`config.mk`:
```
export PLATFORM = sky130hd
export DESIGN_NAME = seg_debug_display
export DESIGN_NICKNAME = d
export VERILOG_FILES = /design/src/rtl/seg_debug_pkg.sv /design/src/rtl/seg_debug_display_btn_debounce.sv /design/src/rtl/seg_debug_display.sv
export SDC_FILE = /design/constraint.sdc
export NUM_CORES = 1
export LEC_CHECK = 0
export CAP_MARGIN = 5
export CORE_ASPECT_RATIO = 0.9
export CORE_MARGIN = 5
export CORE_UTILIZATION = 59
export CTS_CLUSTER_DIAMETER = 120
export DETAILED_ROUTE_END_ITERATION = 10
export DONT_BUFFER_PORTS = 1
export PLACE_DENSITY = 0.71
export SETUP_SLACK_MARGIN = 0.4
export SYNTH_ARGS = -nofsm -noshare
export SYNTH_HDL_FRONTEND = slang
export SYNTH_SLANG_ARGS = --single-unit
```
`constraint.sdc`:
```
create_clock -name clk -period 3.52 [get_ports clk]
set_input_delay 0.528 -clock clk [delete_from_list [all_inputs] [get_ports clk]]
set_output_delay 0.528 -clock clk [all_outputs]
set_load 0.01 [all_outputs]
```
`src/rtl/seg_debug_pkg.sv`:
```
// Shared constants for the debug seven-segment display: source select codes and
// the active-low hex glyph table.
package seg_debug_pkg;

    localparam logic [2:0] SEL_PC     = 3'd0;
    localparam logic [2:0] SEL_INSTR  = 3'd1;
    localparam logic [2:0] SEL_RDATA1 = 3'd2;
    localparam logic [2:0] SEL_RDATA2 = 3'd3;
    localparam logic [2:0] SEL_IM     = 3'd4;
    localparam logic [2:0] SEL_ALU    = 3'd5;
    localparam logic [2:0] SEL_BLANK  = 3'd6;

    localparam logic [6:0] BLANK_SEG = 7'h7F;

    // Active-low {g,f,e,d,c,b,a} glyphs for 0..F
    localparam logic [6:0] HEX_GLYPH [16] = '{
        7'h40, 7'h79, 7'h24, 7'h30, 7'h19, 7'h12, 7'h02, 7'h78,
        7'h00, 7'h10, 7'h08, 7'h03, 7'h46, 7'h21, 7'h06, 7'h0E
    };

    function automatic logic [6:0] hex_glyph(input logic [3:0] nib);
        return HEX_GLYPH[nib];
    endfunction

endpackage

```
`src/rtl/seg_debug_display_btn_debounce.sv`:
```
// Step button conditioner: two-flop synchronizer, stability counter and a
// one-cycle pulse on each accepted press.
module btn_debounce #(
    parameter int DEBOUNCE_CYCLES = 500000
) (
    input  logic clk,
    input  logic rst,
    input  logic btn,
    output logic pulse
);

    localparam int CW = (DEBOUNCE_CYCLES > 2) ? $clog2(DEBOUNCE_CYCLES) : 1;
    localparam logic [CW-1:0] CNT_MAX = CW'(DEBOUNCE_CYCLES - 1);

    logic          sync_p0;
    logic          sync_p1;
    logic          level;
    logic          level_q;
    logic [CW-1:0] cnt;

    always_ff @(posedge clk) begin
        if (rst) begin
            sync_p0 <= 1'b0;
            sync_p1 <= 1'b0;
            level   <= 1'b0;
            level_q <= 1'b0;
            cnt     <= '0;
            pulse   <= 1'b0;
        end else begin
            sync_p0 <= btn;
            sync_p1 <= sync_p0;
            // Level only changes after an unbroken run of differing samples
            if (sync_p1 != level) begin
                if (cnt == CNT_MAX) begin
                    level <= sync_p1;
                    cnt   <= '0;
                end else begin
                    cnt <= cnt + 1'b1;
                end
            end else begin
                cnt <= '0;
            end
            level_q <= level;
            pulse   <= level & ~level_q;
        end
    end

endmodule

```
`src/rtl/seg_debug_display.sv`:
```
// Switch-selected 16-bit view of processor buses on the 4-digit multiplexed
// seven-segment display, plus the debounced single-step pulse.
import seg_debug_pkg::*;

module seg_debug_display #(
    parameter int REFRESH_DIV     = 50000,
    parameter int DEBOUNCE_CYCLES = 500000
) (
    input  logic        clk,
    input  logic        rst,
    input  logic [31:0] pc_in,
    input  logic [31:0] instr_in,
    input  logic [31:0] rdata1_in,
    input  logic [31:0] rdata2_in,
    input  logic [31:0] im_in,
    input  logic [31:0] alu_in,
    input  logic [2:0]  sel,
    input  logic        half,
    input  logic        step_btn,
    output logic [3:0]  an,
    output logic [6:0]  seg,
    output logic        dp,
    output logic        step_pulse
);

    localparam int RW = (REFRESH_DIV > 2) ? $clog2(REFRESH_DIV) : 1;
    localparam logic [RW-1:0] REFRESH_MAX = RW'(REFRESH_DIV - 1);

    logic [RW-1:0] refresh_cnt;
    logic [1:0]    digit_idx;
    logic [31:0]   src;
    logic [15:0]   slice;
    logic [15:0]   snap_p0;
    logic          blank_p0;
    logic [3:0]    nib;

    always_comb begin
        src = '0;
        case (sel)
            SEL_PC:     src = pc_in;
            SEL_INSTR:  src = instr_in;
            SEL_RDATA1: src = rdata1_in;
            SEL_RDATA2: src = rdata2_in;
            SEL_IM:     src = im_in;
            SEL_ALU:    src = alu_in;
            default:    src = '0;
        endcase
        slice = half ? src[31:16] : src[15:0];
        nib   = snap_p0[{digit_idx, 2'b00} +: 4];
    end

    always_ff @(posedge clk) begin
        if (rst) begin
            refresh_cnt <= '0;
            digit_idx   <= '0;
            snap_p0     <= '0;
            blank_p0    <= 1'b0;
            an          <= 4'b1111;
            seg         <= BLANK_SEG;
            dp          <= 1'b1;
        end else begin
            // Stage A: scan position and once-per-scan snapshot
            if (refresh_cnt == REFRESH_MAX) begin
                refresh_cnt <= '0;
                digit_idx   <= digit_idx + 2'd1;
            end else begin
                refresh_cnt <= refresh_cnt + 1'b1;
            end
            if (refresh_cnt == '0 && digit_idx == 2'd0) begin
                snap_p0  <= slice;
                blank_p0 <= (sel >= SEL_BLANK);
            end
            // Stage B: registered display drive from pre-edge stage A
            an  <= ~(4'b0001 << digit_idx);
            seg <= blank_p0 ? BLANK_SEG : hex_glyph(nib);
            dp  <= ~(digit_idx == 2'd3 && half);
        end
    end

    btn_debounce #(
        .DEBOUNCE_CYCLES(DEBOUNCE_CYCLES)
    ) u_btn_debounce (
        .clk  (clk),
        .rst  (rst),
        .btn  (step_btn),
        .pulse(step_pulse)
    );

endmodule

```
Word-level counts from Yosys, hierarchy flattened
Memories as Yosys holds them, arrays and structs flattened. A register that Yosys moved wholly into a read port is not among the register bits.
Cells that the tools add are included.
Cells by class
  add/subtract/negate cells: 3
  order comparisons: 1
  equal/unequal tests: 9
  shifts and indexed selects: 2
  mux-type cells: 2
  bitwise logic cells: 6
  reductions and logical operators: 9
Operators with widths (number)
  32-bit one-hot mux with 6 select lines: 1
  19-bit by 1-bit adder with 19-bit output (second input constant): 1
  19-bit == test (second input constant): 1
  16-bit by 1-bit adder with 16-bit output (second input constant): 1
  16-bit == test (second input constant): 1
  16-bit logical NOT: 1
  16-bit two-way mux: 1
  16-bit by 5-bit variable part select with 4-bit output: 1
  3-bit by 2-bit == test with 1-bit output (second input constant): 2
  3-bit == test (second input constant): 2
  4-bit NOT with 5-bit output: 1
  4-bit NOT: 1
  2-bit OR reduction: 2
  1-bit by 2-bit left shift with 4-bit output (first input constant): 1
  3-bit by 1-bit == test with 1-bit output (second input constant): 1
  3-bit greater-or-equal comparator (second input constant): 1
  3-bit logical NOT: 1
  1-bit NOT: 3
  3-bit OR reduction: 1
  2-bit by 1-bit adder with 2-bit output (second input constant): 1
  2-bit == test (second input constant): 1
  1-bit logical AND: 2
  2-bit logical NOT: 1
  2-bit AND reduction: 1
  2 further kinds: 2
Storage, ports and cells
  bits in registers: 64
  bits in read-only memories: 112
  bits of input ports: 199
  output and inout port bits: 13
  logic and storage cells: 45
  memories kept: 1
Memories
  (no name shown): words 16, bits a word 7, rd ports 1, clocked after memory_dff 1, wr ports 0, RTL line seg_debug_pkg.sv:22  | return HEX_GLYPH[nib];

Depth between registers and ports, before layout
Gate-level depths: netlist (run 1).
  depth after elaboration: 3
  gate-level depth with buffers: 8
  depth with buffers taken out: 7

Modules after synthesis
Synthesis (run 1) repeated with hierarchy kept, for this count alone.
Second synthesis, totals
  cells, all modules: 544
  area, all modules: 4772.1 um2
By module, submodules not included
  seg_debug_display: times used 1, cells an instance 433, area an instance 3752.3 um2, seq. area each 940.9 um2
  btn_debounce: times used 1, cells an instance 111, area an instance 1019.7 um2, seq. area each 480.5 um2

Least setup slack after synthesis (run 1)
No wires, ideal clock.
  path type: input-to-reg
  start point: input sel[0]
  end point: register snap_p0[12]
  setup time: 128 ps
  arrival: 1777 ps
  data required time: 3392 ps
  setup slack: 1615 ps
  stages on the path: 7
  buffers on the path: 3
  path through: buf_4 -> buf_2 -> buf_4 -> mux2i_1 -> nor2_1 -> a2111oi_0 -> o31ai_1
On the way
  longest elaborated chain between the ends: 3
  elaborated cells between the ends (all ways): 8
  those cells by class: eq/ne: 5; mux: 2; reduce/logical: 1
RTL lines
  start: declaration: RTL line seg_debug_display.sv:17  | input logic [2:0] sel,
  3-bit == test (tied with other cells): RTL line seg_debug_display.sv:39  | case (sel)
  32-bit one-hot mux with 6 select lines (*): RTL line seg_debug_display.sv:39
  16-bit two-way mux (*): RTL line seg_debug_display.sv:48  | slice = half ? src[31:16] : src[15:0];
  end signal: assignment: RTL line seg_debug_display.sv:70  | snap_p0 <= slice;
  end: declaration: RTL line seg_debug_display.sv:33  | logic [15:0] snap_p0;
Every way passes the cells marked *; elsewhere a longest branch is shown, timed or not.
A chain may end at the register's enable or synchronous reset.

Worst setup path in the final report (run 1)
  start point: register digit_idx[0]
  end point: register seg[1]
On the way
  longest elaborated chain between the ends: 2
RTL lines
  start: declaration: RTL line seg_debug_display.sv:30  | logic [1:0] digit_idx;
  start signal: assignment: RTL line seg_debug_display.sv:65  | digit_idx <= digit_idx + 2'd1;
  16-bit by 5-bit variable part select with 4-bit output: RTL line seg_debug_display.sv:49  | nib = snap_p0[{digit_idx, 2'b00} +: 4];
  4-bit NOT with 5-bit output (implied by the code): RTL line seg_debug_pkg.sv:22
  end: declaration: RTL line seg_debug_display.sv:21  | output logic [6:0] seg,
No other way between the ends.

==> out/metrics.yaml, run 1 <==
yosys_warnings: 0
fp.dieArea_um2: 9870
gp_congestion: 0.880
critPathLaunchType: "register"
ys_ff_latch: 71
htreeDepth: 3
worst_pin_slew_ns: 0.746
p_seq_share_pct: 49.5
wl_per_cell_um: 20.2
area_delta_synth_final_pct: 2.39
status: "completed"
insertion_delay_ns: 0.33
drtPass1Iterations: 5
fmaxAchievable_mhz: 483
ant_nets: 0
crit_fanout: 7
ctsResizeCount: 0
holdWs_ns: 0.257
drive_gt1_share_pct: 10.7
vias: 4060
grt_remaining_overflow: 0
mostFrequentLayoutCells: "71 x dfxtp_1, 63 x nor2_1, 54 x nand2_1"
crit_type: "register to register"
drc: 0
fin_crit_sh_pct: 58.8
hold_buffers: 0
combPwrFrac_pct: 14.8
track_usage_pct: 25.3
ys_seq_area_share_pct: 30.2
post-route-min-period_ns: 2.07
finalSetupViolations: 0
finalWirelength_um: 12700
rr_worst_depth: 5
grt_pass1_wl_um: 20300
synth_flop_cell: "dfxtp_1"
cts.sinks: 71
cts_tree: "yes"
coreArea_um2: 7660
via_per_inst: 6.46
p_sw_uw: 421
final_util_pct: 63.0
io_pins: 212
antenna_found_initial: 0
grt_max_degree: 81
slew_violations: 0
syn_nets: 770
p_sw_share_pct: 24.2
nets: 742
arrival_ns: 2.24
ir_drop_mv: 0.198
layout_commonest_cell: "dfxtp_1"
total_power_uw: 1740
power_density_nw_per_um2: 361
hold_depth: 1
cp-end-kind: "register"
die_w_um: 104
intPower_uw: 1320
hold_viol: 0
start_util_pct: 61.5
portBuffers: 0
clockPowerShare_pct: 35.8
maxCapViolations: 0
cts_buffer_depth: 2
dp_hpwl_um: 10000
post_cts_buffers: 0
clock_tree.root_cell: "clkbuf_8"
async_flop_share_pct: 0
finClkSkew_ns: 0.00782
syn_avg_cell_area_um2: 8.44
grt_pass1_vias: 3907
hold_class: "input port to register"
required_ns: 3.69
cts.reportedPaths.clkPinSlew_ns: 0.07
synth_edf_count: 0
netlist_area_um2: 4710
syn_inst: 558
drtIter0Drc: 286
cts_buffers: 9
rsz0062_at_grt: "no"
tns_ns: 0
relSlewSlack_pct: 50.2
fp.dieH_um: 94.7
antenna_cells: 0
synth.distinct_cells: 53
rows: 30
p_leak_uw: 0.00172
## power groups by stage
| stage | combinational (uW) | clock (uW) | sequential (uW) |
|---|---|---|---|
| final | 257 | 623 | 861 |
| after global routing | 287 | 681 | 865 |
| after CTS | 256 | 637 | 862 |
| after detailed placement | 255 | 0 | 880 |
| after global placement | 250 | 0 | 879 |
| after floorplan | 252 | 0 | 872 |
## Yosys cell counts (all sizes together), types with 3 or more instances
master | n | area (um2)
dfxtp | 71 | 1420
nor2 | 63 | 236
nand2 | 55 | 214
mux2i | 35 | 350
mux2 | 29 | 327
o21ai | 29 | 145
a21oi | 25 | 125
nand3 | 24 | 120
buf | 23 | 134
xor2 | 19 | 166
clkbuf | 17 | 66.3
a221oi | 14 | 123
xnor2 | 14 | 123
ha | 13 | 163
inv | 12 | 45.0
nor3 | 12 | 60.1
mux4 | 9 | 203
nor2b | 9 | 56.3
a211oi | 8 | 60.1
and3 | 8 | 52.6
nand4 | 7 | 43.8
o211ai | 7 | 52.6
o221ai | 7 | 61.3
o31ai | 5 | 37.5
a22oi | 4 | 30.0
a31oi | 4 | 25.0
nand2b | 4 | 32.5
o22ai | 4 | 25.0
nor4 | 3 | 18.8
o31a | 3 | 27.5
## state kept, by name (all words and copies together) (netlist names)
| register | flops |
|---|---|
| an | 4 |
| blank_p0 | 1 |
| digit_idx | 2 |
| dp | 1 |
| refresh_cnt | 16 |
| seg | 7 |
| snap_p0 | 16 |
| u_btn_debounce.cnt | 19 |
| u_btn_debounce.level | 1 |
| u_btn_debounce.level_q | 1 |
| u_btn_debounce.pulse | 1 |
| u_btn_debounce.sync_p0 | 1 |
| u_btn_debounce.sync_p1 | 1 |
## critical path, cell delays in order (launching register included)
cell and delay, ns:
dfxtp_1 0.53, mux4_2 0.63, inv_1 0.17, ha_1 0.27, o211ai_1 0.18, o211ai_1 0.12
## area by class of cell
cell class                      instances  area (um2)
Sequential cell                        71        1420
Timing Repair Buffer                    1        7.51
Inverter                               13        48.8
Tap cell                               96         120
Clock inverter                          1        30.0
Multi-Input combinational cell        434        3040
Fill cell                             686        2840
Clock buffer                           12         155
## cells by family (layout without fill, tap and decap cells)
| logic type | Yosys count | count (layout) | share of synthesized area (%) |
|---|---|---|---|
| flip-flops | 71 | 71 | 30.2 |
| multiplexers | 73 | 73 | 18.7 |
| AND/OR/NAND/NOR | 195 | 195 | 19.3 |
| AO/OA/AOI/OAI | 120 | 120 | 17.0 |
| XOR/XNOR | 33 | 33 | 6.14 |
| adder cells (fa/ha/maj) | 13 | 13 | 3.45 |
| buffers and inverters | 53 | 27 | 5.29 |
## path summary, 6_finish.rpt
| path | endpoint | slack (ns) | start |
|---|---|---|---|
| worst max-delay path | seg[1] | 1.45 | digit_idx[0] |
| worst min-delay path | digit_idx[0] | 0.26 | rst |
| worst max register to register | seg[1] | 1.45 | digit_idx[0] |
| worst min register to register | u_btn_debounce.pulse | 0.39 | u_btn_debounce.level_q |
## per-stage QoR
step	setup WS (ns)	instances	area (um2)
after global routing	1.31	628	4820
after global placement	1.59	615	4640
after floorplan	1.62	558	4710
final	1.45	628	4820
after detailed placement	1.50	615	4640
after CTS	1.45	628	4820
## layer usage
layer	global-route usage, %	wire length, um
met3	8.20	1120
met2	42.0	6000
met5	0	0
met4	5.07	110
met1	32.6	5450
No activity file was read; power rests on OpenSTA's default activity.
==> inputs of run 2 (changes only) <==
Clock period 3.52 ns to 2.14 ns, I/O delays scaled along.
==> run 2 against run 1 <==
Effect of this change:
- sequential share of layout area down 1.2 points
- combinational power rose by 87%
- non-clock buffer count is 16 higher
- critical path type unchanged
- critical endpoint unchanged
- largest cell class unchanged
- largest power group unchanged
==> out/metrics.yaml, run 2 (synthesized netlist as in run 1, its figures left out) <==
antenna_found_initial: 0
drc: 0
worst_slack_ns: 0.324
htreeDepth: 3
fp.dieArea_um2: 9870
cts_tree: "yes"
r2r-end: "seg[1]"
finalSetupViolations: 0
intPower_uw: 2060
grt_max_degree: 81
hold_class: "input port to register"
drtPass1Iterations: 4
top_regs: "u_btn_debounce.cnt: 19 flops, refresh_cnt: 16 flops, snap_p0: 16 flops"
tns_ns: 0
rr_worst_depth: 5
maxCapViolations: 0
crit_family: "multiplexers"
crit_top_cell: "o211ai_1"
slew_violations: 0
cp-end-kind: "register"
grt_pass1_vias: 4100
cts.sinks: 71
finClkSkew_ns: 0.00980
relSlewSlack_pct: 54.3
layout_commonest_cell: "dfxtp_1"
nets: 759
die_w_um: 104
cpMaxStageDelayCell: "mux4_2"
clockPowerShare_pct: 34.6
coreArea_um2: 7660
io_pins: 212
timing.critical_path.buf_inv: 1
area_delta_synth_final_pct: 7.47
rrSetupSlack_ns: 0.32
ir_drop_mv: 0.362
pre_cts_ws_ns: 0.271
grt_pass1_wl_um: 21600
p_sw_share_pct: 28.8
holdWs_ns: 0.0323
power_density_nw_per_um2: 573
gp_congestion: 0.822
required_ns: 2.35
top_register: "u_btn_debounce.cnt"
hp-start: "rst"
critPathMaxStageDelay_ns: 0.63
ant_nets: 0
grt_remaining_overflow: 0
clock_tree.root_cell: "clkbuf_8"
largest_reg_flops: 19
worst_pin_slew_ns: 0.682
cts_buffer_depth: 2
fillers: 666
worstPathCellList: "mux4_2 -> inv_4 -> ha_4 -> o211ai_1 -> o211ai_1"
p_leak_uw: 0.00181
mostFrequentLayoutCells: "67 x dfxtp_1, 61 x nor2_1, 54 x nand2_1"
start_util_pct: 61.5
rows: 30
track_usage_pct: 27.5
hold_viol: 0
combPwrFrac_pct: 16.6
antenna_cells: 0
fin_crit_sh_pct: 84.8
status: "completed"
cts.reportedPaths.clkPinSlew_ns: 0.08
crit_type: "register to register"
hold_depth: 1
rsz0062_at_grt: "yes"
p_seq_share_pct: 48.8
post-route-min-period_ns: 1.82
min_delay_worst_endpoint: "blank_p0"
portBuffers: 0
dp_hpwl_um: 10800
insertion_delay_ns: 0.35
arrival_ns: 2.02
drtIter0Drc: 252
total_power_uw: 2900
wl_per_cell_um: 21.6
via_per_inst: 6.46
fmaxAchievable_mhz: 551
cts_buffers: 9
p_sw_uw: 835
vias: 4188
critPathLaunchType: "register"
fp.dieH_um: 94.7
timing.rr.start: "digit_idx[0]"
drive_gt1_share_pct: 17.6
finalWirelength_um: 14000
crit_fanout: 7
## run 2: cell count changes in the layout (fill, tap and decap cells not counted), moves of 4 or more
cell / change
buf_4: +16
dfxtp_1: -4
ha_1: -5
o21ai_0: -8
o21ai_1: +8
## run 2: timing repair
action	4_1_cts	5_1_grt
endpoints found under the setup margin	26	54
gates cloned	1	0
gates resized for setup	7	19
buffers inserted	7	4
endpoints found under the hold margin	0	0
hold buffers	0	0
pin swaps	2	4
## run 2: routing by layer
layer,wire [um],up-vias,global-route usage [%]
met2,6980,166,46.3
met5,0,-,0
met3,1010,17,7.93
met1,5780,2003,35.2
li1,-,2002,-
met4,210,0,6.04
## run 2: worst max-delay path by stage
stage                        end  slack [ns]         start  depth (start not counted)
after floorplan           seg[5]        0.36  digit_idx[0]                          6
after global placement    seg[1]        0.31  digit_idx[0]                          5
after detailed placement  seg[5]        0.27  digit_idx[0]                          5
after CTS                 seg[1]        0.34  digit_idx[0]                          5
after global routing      seg[5]        0.24  digit_idx[0]                          5
final                     seg[1]        0.32  digit_idx[0]                          5
## run 2: power by group through the flow
stage / clock network, uW / logic (uW) / registers, uW
floorplan: 0 / 423 / 1430
global placement: 0 / 438 / 1450
detailed placement: 0 / 444 / 1450
CTS: 1030 / 468 / 1410
global route: 1090 / 531 / 1420
finish: 1000 / 480 / 1410
## run 2: worst register-to-register path: cells and delay by family, from the launching register on
kind                     cells  cell delay, ns
flip-flops                   1            0.41
AO/OA/AOI/OAI                2            0.28
buffers and inverters        1            0.15
multiplexers                 1            0.63
adder cells (fa/ha/maj)      1            0.21
## run 2: final cells by class
| class | instances | area [um2] | share of cell area [%] |
|---|---|---|---|
| multi-input cells | 435 | 3140 | 62.1 |
| flip-flops and latches | 71 | 1430 | 28.2 |
| repair buffers | 17 | 128 | 2.52 |
| clock buffers | 9 | 124 | 2.45 |
| well taps | 96 | 120 | 2.37 |
| clock inverters | 7 | 62.6 | 1.24 |
| inverters | 13 | 53.8 | 1.06 |
## run 2: metrics by stage
stage,area (um2),util (%),instances
global placement,4720,61.6,620
finish,5060,66.1,648
floorplan,4760,-,558
detailed placement,4720,61.6,620
CTS,4990,65.2,644
global route,5060,66.1,648
==> inputs of run 3 (changes only) <==
Clock period 2.14 ns to 1.9 ns, I/O delays scaled along.
==> run 3 against run 2 <==
Effect of this change:
- die area did not move
- critical path type unchanged
- critical path depth stayed put
- critical endpoint is now seg[5]
- cell count grew 2.5%
- total power is 19% higher
- utilization up 6.6 points
- sequential power rose by 13%
- global-route usage is 2.4 points higher
- sequential share of layout area down 2.1 points
- clock skew fell by 0.0045 ns
- via count increased by 5.8%
- highest routed layer unchanged
- fmax decreased by 0.18%
==> out/metrics.yaml, run 3 (synthesized netlist as in run 1, its figures left out) <==
arrival_ns: 2.03
relSlewSlack_pct: 43.6
rr_worst_depth: 5
rrSetupSlack_ns: 0.08
cts.sinks: 71
finalWirelength_um: 15600
grt.met1_usage_pct: 36.7
nets: 775
regArea_um2: 1450
start_util_pct: 61.5
crit_family: "multiplexers"
largest_reg_flops: 19
finClkSkew_ns: 0.00525
portBuffers: 0
drtPass1Iterations: 5
insertion_delay_ns: 0.35
r2r-end: "seg[5]"
hold_class: "input port to register"
status: "completed"
cpMaxStageDelayCell: "mux4_2"
fillers: 594
drive_gt1_share_pct: 28.9
mostFrequentLayoutCells: "59 x dfxtp_1, 45 x nand2_1, 40 x nor2_1"
ir_drop_mv: 0.349
gp_congestion: 0.883
min_delay_worst_endpoint: "dp"
hp-start: "half"
rows: 30
rsz0062_at_grt: "yes"
p_leak_uw: 0.00196
multi_input_area_um2: 3480
fmaxAchievable_mhz: 550
top_regs: "u_btn_debounce.cnt: 19 flops, refresh_cnt: 16 flops, snap_p0: 16 flops"
timing.critical_path.buf_inv: 0
fp.dieArea_um2: 9870
cts_buffer_depth: 2
critPathMaxStageDelay_ns: 0.64
final_area_um2: 5570
drc: 0
io_pins: 212
total_power_uw: 3460
grt_max_degree: 81
dp_hpwl_um: 11000
vias: 4432
die_w_um: 104
clock_tree.root_cell: "clkbuf_8"
tns_ns: 0
place_area_um2: 4820
worst_pin_slew_ns: 0.824
via_per_inst: 6.67
power_density_nw_per_um2: 622
htreeDepth: 3
cts_tree: "yes"
coreArea_um2: 7660
finalSetupViolations: 0
cp-end-kind: "register"
drtIter0Drc: 274
grtUsageMet3_pct: 8.41
hold_depth: 1
crit_type: "register to register"
crit_fanout: 6
grt_pass1_vias: 4385
ant_nets: 0
antenna_cells: 0
wl_per_cell_um: 23.6
critPathLaunchType: "register"
top_register: "u_btn_debounce.cnt"
fp.dieH_um: 94.7
grt_remaining_overflow: 0
maxCapViolations: 0
post-route-min-period_ns: 1.82
layout_commonest_cell: "dfxtp_1"
slew_violations: 0
required_ns: 2.11
busiest_layer: "met2"
cts_buffers: 9
hold_viol: 0
grt_pass1_wl_um: 23200
timing.rr.start: "digit_idx[0]"
worstPathCellList: "mux4_2 -> ha_4 -> mux2_4 -> nand2_2 -> o211ai_1"
track_usage_pct: 29.8
fin_crit_sh_pct: 95.7
antenna_found_initial: 0
met2_usage_pct: 51.1
cts.reportedPaths.clkPinSlew_ns: 0.08
area_delta_synth_final_pct: 18.2
[run 3: cell types whose count changed in the layout (fill, tap and decap cells not counted), moves of 8 or more]
cell and delta:
nor2_4 +8, nor2_1 -21, dfxtp_1 -8, nor2_2 +13
nand2_1 -9, nand2_2 +9
[run 3: through the flow]
| step | worst slack (ns) | hold WS [ns] | util, % | cells |
|---|---|---|---|---|
| after floorplan | 0.121 | 0.367 | - | 558 |
| after global placement | 0.0904 | 0.360 | 62.9 | 623 |
| after detailed placement | 0.0513 | 0.355 | 62.9 | 623 |
| after CTS | 0.0933 | -0.0146 | 69.6 | 660 |
| after global routing | 0.0132 | 0.0265 | 72.7 | 664 |
| final | 0.0812 | 0.0477 | 72.7 | 664 |
[run 3: power by group]
part	switching, uW	leakage (uW)	internal [uW]
registers	54.7	0.000586	1540
clock network	578	0.0000916	640
logic	326	0.00128	321
[run 3: final cells by class]
| cell class | count | area share [%] |
|---|---|---|
| multi-input combinational | 439 | 62.5 |
| sequential | 71 | 26.1 |
| timing repair buffer | 29 | 4.68 |
| clock buffer | 11 | 2.54 |
| tap | 96 | 2.16 |
| clock inverter | 5 | 1.03 |
| inverter | 13 | 1.01 |
[run 3: worst reg2reg max path: cells and delay by family (launching register included)]
kind	cells	cell delay, ns
and+or+nand+nor	1	0.05
adders and majority gates	1	0.23
AOI/OAI and AO/OA	1	0.07
DFF	1	0.41
muxes	2	0.91
[run 3: repair_timing]
item / 4_1_cts / 5_1_grt
setup endpoints to repair: 57 / 59
hold endpoints to repair: 7 / 5
buffers inserted: 14 / 2
hold buffers: 3 / 1
pin swaps: 39 / 34
gates cloned: 4 / 1
resized for setup: 53 / 55
[run 3: how the worst max path moves through the flow]
| stage | end | start | cells after the start |
|---|---|---|---|
| 4_1_cts | seg[6] | digit_idx[0] | 5 |
| 5_1_grt | seg[1] | digit_idx[0] | 5 |
| 3_5_place_dp | seg[1] | digit_idx[0] | 5 |
| 3_3_place_gp | seg[5] | digit_idx[0] | 5 |
| 6_report | seg[5] | digit_idx[0] | 5 |
| 2_1_floorplan | seg[5] | digit_idx[0] | 6 |
[run 3: per-layer routing]
metal  up-vias  share of wire (%)
met3        33                8.8
met4         0                2.9
li1       2045                  -
met2       242                 49
met5         -                  0
met1      2112                 39
